==> src/rtl/bram_ctrl_pkg.sv <==
// Shared types for the single-port BRAM controller.
//   state_t   : controller FSM states (reset hold, zero-fill, run)
//   RSP_DEPTH : read response buffer depth
package bram_ctrl_pkg;

  typedef enum logic [1:0] {
    ST_RST,
    ST_INIT,
    ST_RUN
  } state_t;

  localparam int RSP_DEPTH = 2;

endpackage

==> src/rtl/bram_rsp_fifo.sv <==
// Two-entry synchronous FIFO holding read data on its way to the consumer.
//   clk, rst_n : clock, async active-low reset (clears contents and pointers)
//   push, din  : write one entry (never issued when full)
//   pop        : drop the head entry (ignored when empty)
//   dout       : head entry, held stable until popped
//   occ        : number of stored entries, 0..2
module bram_rsp_fifo
  import bram_ctrl_pkg::*;
#(
  parameter int D = 18
) (
  input  logic         clk,
  input  logic         rst_n,
  input  logic         push,
  input  logic         pop,
  input  logic [D-1:0] din,
  output logic [D-1:0] dout,
  output logic [1:0]   occ
);

  logic [RSP_DEPTH-1:0][D-1:0] mem;
  logic                        wr_ptr;
  logic                        rd_ptr;
  logic                        pop_ok;

  assign pop_ok = pop && (occ != 2'd0);
  assign dout   = mem[rd_ptr];

  always_ff @(posedge clk or negedge rst_n) begin
    if (!rst_n) begin
      mem    <= '0;
      wr_ptr <= 1'b0;
      rd_ptr <= 1'b0;
      occ    <= 2'd0;
    end else begin
      if (push) begin
        mem[wr_ptr] <= din;
        wr_ptr      <= ~wr_ptr;
      end
      if (pop_ok) rd_ptr <= ~rd_ptr;
      case ({push, pop_ok})
        2'b10:   occ <= occ + 2'd1;
        2'b01:   occ <= occ - 2'd1;
        default: occ <= occ;
      endcase
    end
  end

endmodule

==> src/rtl/bram_sp_port_ctrl.sv <==
// Initiator-side controller for a single-port read-first block RAM.
// Sequences valid/ready read/write requests onto the RAM port (one access
// per cycle) and returns read data in order through a 2-entry buffer.
// Optionally zero-fills the whole RAM after reset before taking traffic.
//   clk, rst_n                         : clock, async active-low reset
//   req_valid/ready, req_we/addr/wdata : request channel
//   rsp_valid/ready, rsp_rdata         : read response channel
//   init_done                          : high once in RUN
//   ram_en/we/addr/di, ram_dout        : RAM port (dout one cycle after read)
module bram_sp_port_ctrl
  import bram_ctrl_pkg::*;
#(
  parameter int D       = 18,
  parameter int A       = 10,
  parameter int INIT_EN = 1
) (
  input  logic         clk,
  input  logic         rst_n,
  input  logic         req_valid,
  output logic         req_ready,
  input  logic         req_we,
  input  logic [A-1:0] req_addr,
  input  logic [D-1:0] req_wdata,
  output logic         rsp_valid,
  input  logic         rsp_ready,
  output logic [D-1:0] rsp_rdata,
  output logic         init_done,
  output logic         ram_en,
  output logic         ram_we,
  output logic [A-1:0] ram_addr,
  output logic [D-1:0] ram_di,
  input  logic [D-1:0] ram_dout
);

  state_t       state;
  logic [A:0]   init_cnt;
  logic [A:0]   cnt_nxt;
  logic         rd_inflight;
  logic [1:0]   occ;
  logic         fire;
  logic         pop;

  assign pop       = rsp_valid && rsp_ready;
  assign rsp_valid = (occ != 2'd0);

  // Accept only if the buffer can absorb everything already committed:
  // occ + rd_inflight - pop < 2, rearranged to avoid an unsigned underflow.
  // Writes obey the same rule so req_ready never depends on req_we.
  assign req_ready = (state == ST_RUN) &&
                     (({1'b0, occ} + {2'b00, rd_inflight}) < (3'd2 + {2'b00, pop}));
  assign fire      = req_valid && req_ready;

  // Counter MSB flags the step past the last address.
  assign cnt_nxt = init_cnt + {{A{1'b0}}, 1'b1};

  always_comb begin
    ram_en   = 1'b0;
    ram_we   = 1'b0;
    ram_addr = '0;
    ram_di   = '0;
    case (state)
      ST_INIT: begin
        ram_en   = 1'b1;
        ram_we   = 1'b1;
        ram_addr = init_cnt[A-1:0];
      end
      ST_RUN: begin
        ram_en   = fire;
        ram_we   = fire && req_we;
        ram_addr = req_addr;
        ram_di   = req_wdata;
      end
      default: ;
    endcase
  end

  always_ff @(posedge clk or negedge rst_n) begin
    if (!rst_n) begin
      state     <= ST_RST;
      init_cnt  <= '0;
      init_done <= 1'b0;
    end else begin
      case (state)
        ST_RST: begin
          if (INIT_EN != 0) begin
            state <= ST_INIT;
          end else begin
            state     <= ST_RUN;
            init_done <= 1'b1;
          end
        end
        ST_INIT: begin
          if (cnt_nxt[A]) begin
            state     <= ST_RUN;
            init_done <= 1'b1;
            init_cnt  <= '0;
          end else begin
            init_cnt <= cnt_nxt;
          end
        end
        ST_RUN:  state <= ST_RUN;
        default: state <= ST_RST;
      endcase
    end
  end

  // RAM dout is valid the cycle after a read is issued; push it then.
  always_ff @(posedge clk or negedge rst_n) begin
    if (!rst_n) rd_inflight <= 1'b0;
    else        rd_inflight <= fire && !req_we;
  end

  bram_rsp_fifo #(.D(D)) u_rsp_fifo (
    .clk   (clk),
    .rst_n (rst_n),
    .push  (rd_inflight),
    .pop   (pop),
    .din   (ram_dout),
    .dout  (rsp_rdata),
    .occ   (occ)
  );

endmodule

==> config.mk <==
export PLATFORM = sky130hd
export DESIGN_NAME = bram_sp_port_ctrl
export DESIGN_NICKNAME = d
export VERILOG_FILES = /design/src/rtl/bram_ctrl_pkg.sv /design/src/rtl/bram_rsp_fifo.sv /design/src/rtl/bram_sp_port_ctrl.sv
export SDC_FILE = /design/constraint.sdc
export NUM_CORES = 1
export LEC_CHECK = 0
export CAP_MARGIN = 20
export CORE_MARGIN = 5
export CORE_UTILIZATION = 40
export DETAILED_ROUTE_END_ITERATION = 10
export PLACE_DENSITY = 0.73
export SLEW_MARGIN = 10
export SYNTH_ARGS = -nofsm -noshare
export SYNTH_HDL_FRONTEND = slang
export SYNTH_SLANG_ARGS = --single-unit
export TNS_END_PERCENT = 50
==> constraint.sdc <==
create_clock -name clk -period 1.9 [get_ports clk]
set_input_delay 0.38 -clock clk [delete_from_list [all_inputs] [get_ports clk]]
set_output_delay 0.38 -clock clk [all_outputs]
set_load 0.005 [all_outputs]
==> results of run 1 <==
==> state kept, by name, indices dropped and copies added, names as in the netlist <==
signal	count
u_rsp_fifo.mem	36
init_cnt	10
state	2
u_rsp_fifo.occ	2
init_done	1
rd_inflight	1
u_rsp_fifo.rd_ptr	1
u_rsp_fifo.wr_ptr	1
==> power breakdown <==
part | total [mW] | leakage (nW) | switching, mW | internal, mW
combinational | 1.04 | 1.34 | 0.371 | 0.667
clock | 0.766 | 0.0514 | 0.372 | 0.394
sequential | 1.29 | 0.679 | 0.0686 | 1.22
==> repair_timing <==
| action | 4_1_cts | 5_1_grt |
|---|---|---|
| cloned | 2 | 2 |
| resized for setup | 167 | 91 |
| setup endpoints to repair | 50 | 46 |
| buffers inserted | 11 | 12 |
| pin swaps | 5 | 15 |
==> cell families (layout without fill, tap and decap cells) <==
family          Yosys count  in the layout  synth area share
simple gates             60             60             0.124
mux                      58             58             0.235
flops                    54             54             0.488
compound gates           23             23            0.0637
buf+inv                  19            164            0.0289
xor+xnor                  9              9            0.0285
fa+ha+maj                 7              7            0.0316
==> metrics by stage <==
step                      std cells  area (um2)  power [mW]
after floorplan                 230        2770        1.69
after global placement          424        4010        2.23
after detailed placement        424        4010        2.25
after CTS                       445        4310        2.95
after global routing            455        4520        3.25
final                           455        4520        3.09
==> per-layer routing <==
metal / vias to the layer above / share of wire
met5: - / 0
met4: 0 / 0.010
met3: 8 / 0.082
met2: 101 / 0.49
met1: 1144 / 0.41
li1: 1104 / -
==> area by class of cell <==
type                            instances  area share
Clock buffer                            6      0.0161
Timing Repair Buffer                  147       0.293
Inverter                                9     0.00996
Sequential cell                        54       0.299
Multi-Input combinational cell        157       0.351
Tap cell                               80      0.0221
Clock inverter                          2     0.00830
==> how the worst max path moves through the flow <==
stage,start,depth (start not counted),to
floorplan,u_rsp_fifo.occ[0]$_DFFE_PN0P_,5,ram_en
global route,u_rsp_fifo.occ[0]$_DFFE_PN0P_,6,ram_en
global placement,rsp_ready,5,ram_en
CTS,rd_inflight$_DFF_PN0_,6,ram_en
detailed placement,rsp_ready,5,ram_en
finish,rd_inflight$_DFF_PN0_,6,ram_en
==> Yosys cell counts, drive strengths merged <==
master   number  area share
o21ai         2      0.0036
a311o         1      0.0036
a22oi         9       0.024
o21a          1      0.0027
inv           9       0.012
nor4          2      0.0045
nor3          4      0.0072
xor2          4       0.013
dfrtp        54        0.49
nand4         3       0.012
and2         18       0.041
mux2         56        0.23
nor2         13       0.019
or4           2      0.0054
o22ai         1      0.0023
clkbuf        5      0.0068
or3           2      0.0045
a21oi         4      0.0072
mux2i         2      0.0072
xnor2         5       0.016
o31ai         2       0.010
nand3         3      0.0099
or2           2      0.0045
ha            7       0.032
o41ai         1      0.0032
o31a          1      0.0032
buf           5      0.0099
nand2         9       0.012
nand2b        1      0.0023
nor2b         1      0.0023
a2bb2oi       1      0.0032
==> cell usage in the layout, fill, tap and decap left out, drive strengths merged, types with 2 or more instances in the layout <==
cell / synthesis / layout
buf: 5 / 68
mux2: 56 / 56
dfrtp: 54 / 54
clkdlybuf4s50: 0 / 50
clkbuf: 5 / 30
and2: 18 / 18
nor2: 13 / 13
a22oi: 9 / 9
nand2: 9 / 9
inv: 9 / 8
ha: 7 / 7
xnor2: 5 / 5
xor2: 4 / 4
clkdlybuf4s15: 0 / 4
nor3: 4 / 4
a21oi: 4 / 4
nand3: 3 / 3
nand4: 3 / 3
clkinvlp: 0 / 2
or2: 2 / 2
nor4: 2 / 2
or3: 2 / 2
mux2i: 2 / 2
o21ai: 2 / 2
or4: 2 / 2
o31ai: 2 / 2
==> impl_metrics.ini, run 1 <==
[final_layout]
multiInputGateArea_um2 = 1590
diodes = 0
area_growth_pct = 63.3
fill_cells = 513
drive_gt1_frac = 0.549
nNetsFinal = 432
final_core_util = 0.669
register_area_um2 = 1350

[drt]
routed_wl_mm = 7.49
drc = 0
vias = 2357
drt_pass1_iterations = 4
wire_per_inst_um = 16.5
ant_nets = 0
drt_iter0_drc = 58
drt-vias-per-instance = 5.18

[grt]
antenna_found_initial = 0
overflow = 0
grt_use_met2 = 0.311
grt_util_met1 = 0.203
grt_pass1_vias = 2572
grt_start_max_net_pins = 21
busiest_layer = met2
grt_pass1_wl_mm = 12.1
grt.total_usage = 0.173
use_met3 = 0.0483

[sta]
skew_ns = 0.00662
rsz0062_at_grt = yes
period_needed_ns = 2.21
slew_violations = 0
setup_ws_ns = -0.311
tightest_slew_ns = 0.464
setup_violations = 28
hold_slack_ns = 0.0140
fmax_mhz = 452
hold_violations = 0
max_slew_margin = 0.688
fin_crit_sh = 1.16
tns_ns = -2.98

[floorplanning]
core_um2 = 6760
start_util = 0.410
die_h_um = 93.2
rows = 30
ios = 102
dieArea_um2 = 8690
die_w_um = 93.2

[pwr]
cellLeakagePower_nw = 2.07
p_per_area_nw_per_um2 = 684
peakVddDrop_mv = 0.435

[clocking]
clk_latency_ns = 0.31
cts_root_buf = clkbuf_8
clock_path_buffers = 2
cts_tree = done
cts_buffers = 5
cts_hold_buffers = 0
clock_sinks = 54
clkTransAtPathRegs_ns = 0.10
cts_max_level = 2

[job]
maxCapViolations = 0

[place]
gp_congestion = 0.747
hpwl_mm = 4.97
portBuffers = 101
pre_cts_slack_ns = -0.542

[setup_path]
timing.rr.start = state[1]$_DFFE_PN0P_
rrSetupSlack_ns = -0.08
path_cells = ha_2 -> ha_4 -> nand2b_4 -> or4_4 -> a21oi_2 -> buf_2
cp-start-kind = flop
reg2reg_to = init_cnt[7]$_DFFE_PN0N_
crit_path_max_incr_delay_ns = 0.42
reg2regPathDepth = 9
slowest_stage = or4_4
endpoint_kind = output pin
setup.worst_path.class = flop to output pin
crit_buf_inv = 1
crit_fanout = 2
crit_family = simple AND/OR/NAND/NOR gates
cp.required_ns = 1.52
cp.arrival_ns = 1.83

[synthesis]
yosysWarnings = 0
syn_nets = 288
synthDistinctLibCells = 37
ys_ff_latch = 54
synth_cells = 230
syn-cell-area_um2 = 2770
syn_avg_cell_area_um2 = 12.0
seq_area_frac_synth = 0.488

[status]
failed_checks = negative setup slack
status = finished, violations left

[hold_path]
hold_path.class = input pin to asynchronous set/reset pin
Power figures use the tool's default switching activity.
==> run 2: changes to the inputs <==
--- a/config.mk
+++ b/config.mk
@@ -6,7 +6,8 @@
 export NUM_CORES = 1
 export LEC_CHECK = 0
 export CAP_MARGIN = 20
-export CORE_MARGIN = 5
+export CORE_ASPECT_RATIO = 0.8
+export CORE_MARGIN = 2
 export CORE_UTILIZATION = 40
 export DETAILED_ROUTE_END_ITERATION = 10
 export PLACE_DENSITY = 0.73
==> impl_metrics.ini, run 2 (synthesis results as in run 1) <==
[status]
status = finished, violations left
failed_checks = negative setup slack

[sta]
setup_violations = 14
tightest_slew_ns = 0.315
hold_violations = 0
hold_slack_ns = 0.0507
period_needed_ns = 2.22
rsz0062_at_grt = yes
fin_crit_sh = 1.17
tns_ns = -1.45
slew_violations = 0
skew_ns = 0.00883
setup_ws_ns = -0.318
fmax_mhz = 451
max_slew_margin = 0.790

[floorplanning]
core_um2 = 6790
die_h_um = 78.4
ios = 102
die_w_um = 97.0
rows = 27
start_util = 0.408
dieArea_um2 = 7610

[setup_path]
setup.worst_path.class = flop to output pin
cp-start-kind = flop
crit_fanout = 2
cp.arrival_ns = 1.84
timing.rr.start = state[1]$_DFFE_PN0P_
reg2reg_to = init_cnt[7]$_DFFE_PN0N_
reg2regPathDepth = 8
cp.required_ns = 1.52
rrSetupSlack_ns = -0.05
endpoint_kind = output pin
slowest_stage = or4_4
crit_path_max_incr_delay_ns = 0.42
path_cells = ha_2 -> ha_4 -> nand2b_4 -> or4_4 -> a21oi_2 -> buf_2

[grt]
grt.total_usage = 0.181
antenna_found_initial = 0
grt_pass1_vias = 2244
grt_pass1_wl_mm = 11.1
grt_start_max_net_pins = 55
overflow = 0

[final_layout]
final_common_cell = mux2_2
top_register = u_rsp_fifo.mem
largestRegisters = u_rsp_fifo.mem (36), init_cnt (10)
final_core_util = 0.655
diodes = 0
area_growth_pct = 60.6
largest_reg_flops = 36
drive_gt1_frac = 0.482
final_cell_mix = mux2_2 (56), dfrtp_1 (53), clkdlybuf4s50_1 (50)
nNetsFinal = 429

[drt]
wl_met3_um = 230
drt_iter0_drc = 106
routed_wl_mm = 7.16
ant_nets = 0
wl_met1_mm = 3.17
drc = 0
dr_wl_met2_mm = 3.68
vias = 2307
topRoutingLayerUsed = met4
drt_pass1_iterations = 4
wire_per_inst_um = 15.6
drt-vias-per-instance = 5.04

[pwr]
total_power_mw = 2.94
cellLeakagePower_nw = 1.99
peakVddDrop_mv = 0.480
p_per_area_nw_per_um2 = 660

[clocking]
cts_buffers = 5
cts_root_buf = clkbuf_8
clkTransAtPathRegs_ns = 0.09
clock_path_buffers = 2
cts_tree = done
cts_max_level = 2
clock_sinks = 54
cts_hold_buffers = 0
clk_latency_ns = 0.30

[place]
portBuffers = 101
hpwl_mm = 4.77
gp_congestion = 0.769
pre_cts_slack_ns = -0.510

[job]
maxCapViolations = 0

[hold_path]
hold_path.class = input pin to asynchronous set/reset pin
-- run 2: changes by cell type in the layout (fill, tap and decap cells not counted), sizes merged --
cell / previous run / this run
buf: 68 / 66
clkbuf: 30 / 14
bufinv: 1 / 0
clkdlybuf4s15: 4 / 17
dlygate4sd2: 1 / 2
clkinvlp: 2 / 3
-- run 2: report_power, final --
group | internal, mW | switching (mW)
sequential | 1.22 | 0.0614
clock | 0.252 | 0.361
combinational | 0.680 | 0.361
total | 2.15 | 0.783
-- run 2: what timing repair did --
item,in CTS,in global routing
gates cloned,1,2
pin swaps,15,11
buffers inserted,10,9
gates resized for setup,160,52
endpoints found under the setup margin,50,38
-- run 2: layout make-up --
type / instances / area, um2
Clock buffer: 5 / 68.8
Clock inverter: 2 / 15.0
Fill cell: 548 / 2340
Inverter: 9 / 37.5
Multi-Input combinational cell: 157 / 1520
Sequential cell: 54 / 1350
Tap cell: 87 / 109
Timing Repair Buffer: 144 / 1350
-- run 2: metal layers --
layer / up-vias / GRT usage
li1: 1095 / -
met1: 1164 / 0.238
met2: 42 / 0.306
met3: 6 / 0.0356
met4: 0 / 0.0549
met5: - / 0
-- run 2: worst max path at each step --
stage	cells after the start	slack, ns	start	endpoint
2_1_floorplan	5	0.03	u_rsp_fifo.occ[0]$_DFFE_PN0P_	ram_en
5_1_grt	6	-0.39	rd_inflight$_DFF_PN0_	ram_en
3_5_place_dp	5	-0.51	rsp_ready	ram_en
3_3_place_gp	5	-0.52	rsp_ready	ram_en
4_1_cts	6	-0.33	u_rsp_fifo.occ[0]$_DFFE_PN0P_	ram_en
6_report	6	-0.32	rd_inflight$_DFF_PN0_	ram_en
-- run 2: metrics by stage --
step / instances / area (um2)
2_1_floorplan: 230 / 2770
3_3_place_gp: 430 / 4040
3_5_place_dp: 430 / 4040
4_1_cts: 448 / 4250
5_1_grt: 458 / 4450
6_report: 458 / 4450
-- run 2: worst max-delay path: cells and delay by family, from the launching register on --
kind / cells / cell delay (ns)
compound gates: 1 / 0.13
simple gates: 2 / 0.56
fa+ha+maj: 2 / 0.35
buf+inv: 1 / 0.12
flops: 1 / 0.39
==> run 3: changes to the inputs <==
--- a/config.mk
+++ b/config.mk
@@ -7,7 +7,6 @@
 export LEC_CHECK = 0
 export CAP_MARGIN = 20
 export CORE_ASPECT_RATIO = 0.8
-export CORE_MARGIN = 2
 export CORE_UTILIZATION = 40
 export DETAILED_ROUTE_END_ITERATION = 10
 export PLACE_DENSITY = 0.73
==> impl_metrics.ini, run 3 (synthesis results as in run 1) <==
[grt]
grt_pass1_wl_mm = 11.1
grt.total_usage = 0.196
grt_start_max_net_pins = 25
antenna_found_initial = 0
grt_pass1_vias = 2263
overflow = 0

[setup_path]
cp-start-kind = flop
endpoint_kind = output pin
critPathLaunch = u_rsp_fifo.occ[0]$_DFFE_PN0P_
cp.required_ns = 1.52
cp.arrival_ns = 1.86
setup.worst_path.class = flop to output pin
timing.rr.start = state[1]$_DFFE_PN0P_
crit_fanout = 2

[drt]
routed_wl_mm = 7.01
ant_nets = 0
drt_pass1_iterations = 4
drc = 0
drt_iter0_drc = 62
wire_per_inst_um = 15.7
vias = 2222
drt-vias-per-instance = 4.98

[place]
dpl.cell_count = 427
hpwl_mm = 4.87
pre_cts_slack_ns = -0.537
placed_cell_area_um2 = 4020
gp_congestion = 0.729
portBuffers = 101

[final_layout]
register_area_um2 = 1350
final_cell_mix = dfrtp_1 (54), clkdlybuf4s50_1 (50), mux2_2 (47)
top_register = u_rsp_fifo.mem
post-route-cell-area_um2 = 4290
final_common_cell = dfrtp_1
largest_reg_flops = 36
multiInputGateArea_um2 = 1520
largestRegisters = u_rsp_fifo.mem (36), init_cnt (10)
area_growth_pct = 54.8
final_cells = 446
fill_cells = 532
drive_gt1_frac = 0.442
diodes = 0
nNetsFinal = 420

[floorplanning]
dieArea_um2 = 7260
ios = 102
die_w_um = 95.0
rows = 26
start_util = 0.423
die_h_um = 76.4
core_um2 = 6540

[clocking]
cts_hold_buffers = 0
clock_path_buffers = 2
clk_latency_ns = 0.30
cts_buffers = 5
clock_sinks = 54
cts_tree = done
cts_root_buf = clkbuf_8
cts_max_level = 2
clkTransAtPathRegs_ns = 0.09

[status]
failed_checks = negative setup slack
status = finished, violations left

[sta]
setup_ws_ns = -0.338
slew_violations = 0
setup_violations = 13
skew_ns = 0.00670
tns_ns = -1.00
hold_slack_ns = 0.0531
hold_violations = 0
fin_crit_sh = 1.18
tightest_slew_ns = 0.559
fmax_mhz = 447
max_slew_margin = 0.624
rsz0062_at_grt = yes
period_needed_ns = 2.24

[pwr]
peakVddDrop_mv = 0.542
cellLeakagePower_nw = 1.96
p_per_area_nw_per_um2 = 669

[job]
maxCapViolations = 0

[hold_path]
hold_path.class = input pin to asynchronous set/reset pin
## run 3: cell types whose count changed in the layout (fill, tap and decap cells not counted), sizes merged
| cell | before | now |
|---|---|---|
| clkdlybuf4s15 | 17 | 5 |
| clkbuf | 14 | 21 |
| clkinvlp | 3 | 2 |
| dlygate4sd2 | 2 | 14 |
| buf | 66 | 51 |
## run 3: stage by stage
| step | total power, mW | utilization |
|---|---|---|
| 6_report | 2.87 | 0.656 |
| 5_1_grt | 3.04 | 0.656 |
| 4_1_cts | 2.83 | 0.642 |
| 3_5_place_dp | 2.25 | 0.615 |
| 3_3_place_gp | 2.24 | 0.615 |
| 2_1_floorplan | 1.69 | - |
## run 3: final cells by class
class | count | share of cell area
clock buffers | 6 | 0.0169
clock inverters | 1 | 0.00175
inverters | 9 | 0.00876
multi-input cells | 157 | 0.356
flip-flops and latches | 54 | 0.315
well taps | 84 | 0.0245
repair buffers | 135 | 0.277
## run 3: repair_timing
item / 4_1_cts / 5_1_grt
buffers inserted: 9 / 2
setup endpoints to repair: 51 / 41
resized for setup: 137 / 54
cloned: 1 / 1
pin swaps: 14 / 4
## run 3: layer usage
layer  track usage  part of all wire  vias up
li1              -                 -     1078
met1         0.263              0.45     1112
met2         0.333              0.52       28
met3        0.0309             0.022        4
met4        0.0409            0.0078        0
met5             0                 0        -
## run 3: report_power, final
group	internal (mW)	switching, mW
combinational	0.643	0.356
clock	0.253	0.344
sequential	1.22	0.0519
total	2.11	0.751
## run 3: critical path, cell delays in order (launching register included)
cell	delay [ns]
dfrtp_1	0.39
ha_2	0.20
ha_4	0.15
nand2b_4	0.14
or4_4	0.43
a21oi_2	0.13
buf_2	0.12
## run 3: worst paths after layout
path                            cells past startpoint  slack (ns)                       endpoint
max in group asynchronous                           2        1.19  u_rsp_fifo.occ[1]$_DFFE_PN0P_
worst min-delay path                                1        0.05  u_rsp_fifo.mem[0]$_DFFE_PN0P_
worst max register to register                      7        0.04        init_cnt[7]$_DFFE_PN0N_
worst min register to register                      1        0.49          init_done$_DFFE_PN0P_
min in group clk                                    1        0.49          init_done$_DFFE_PN0P_
worst max-delay path                                6       -0.34                         ram_en
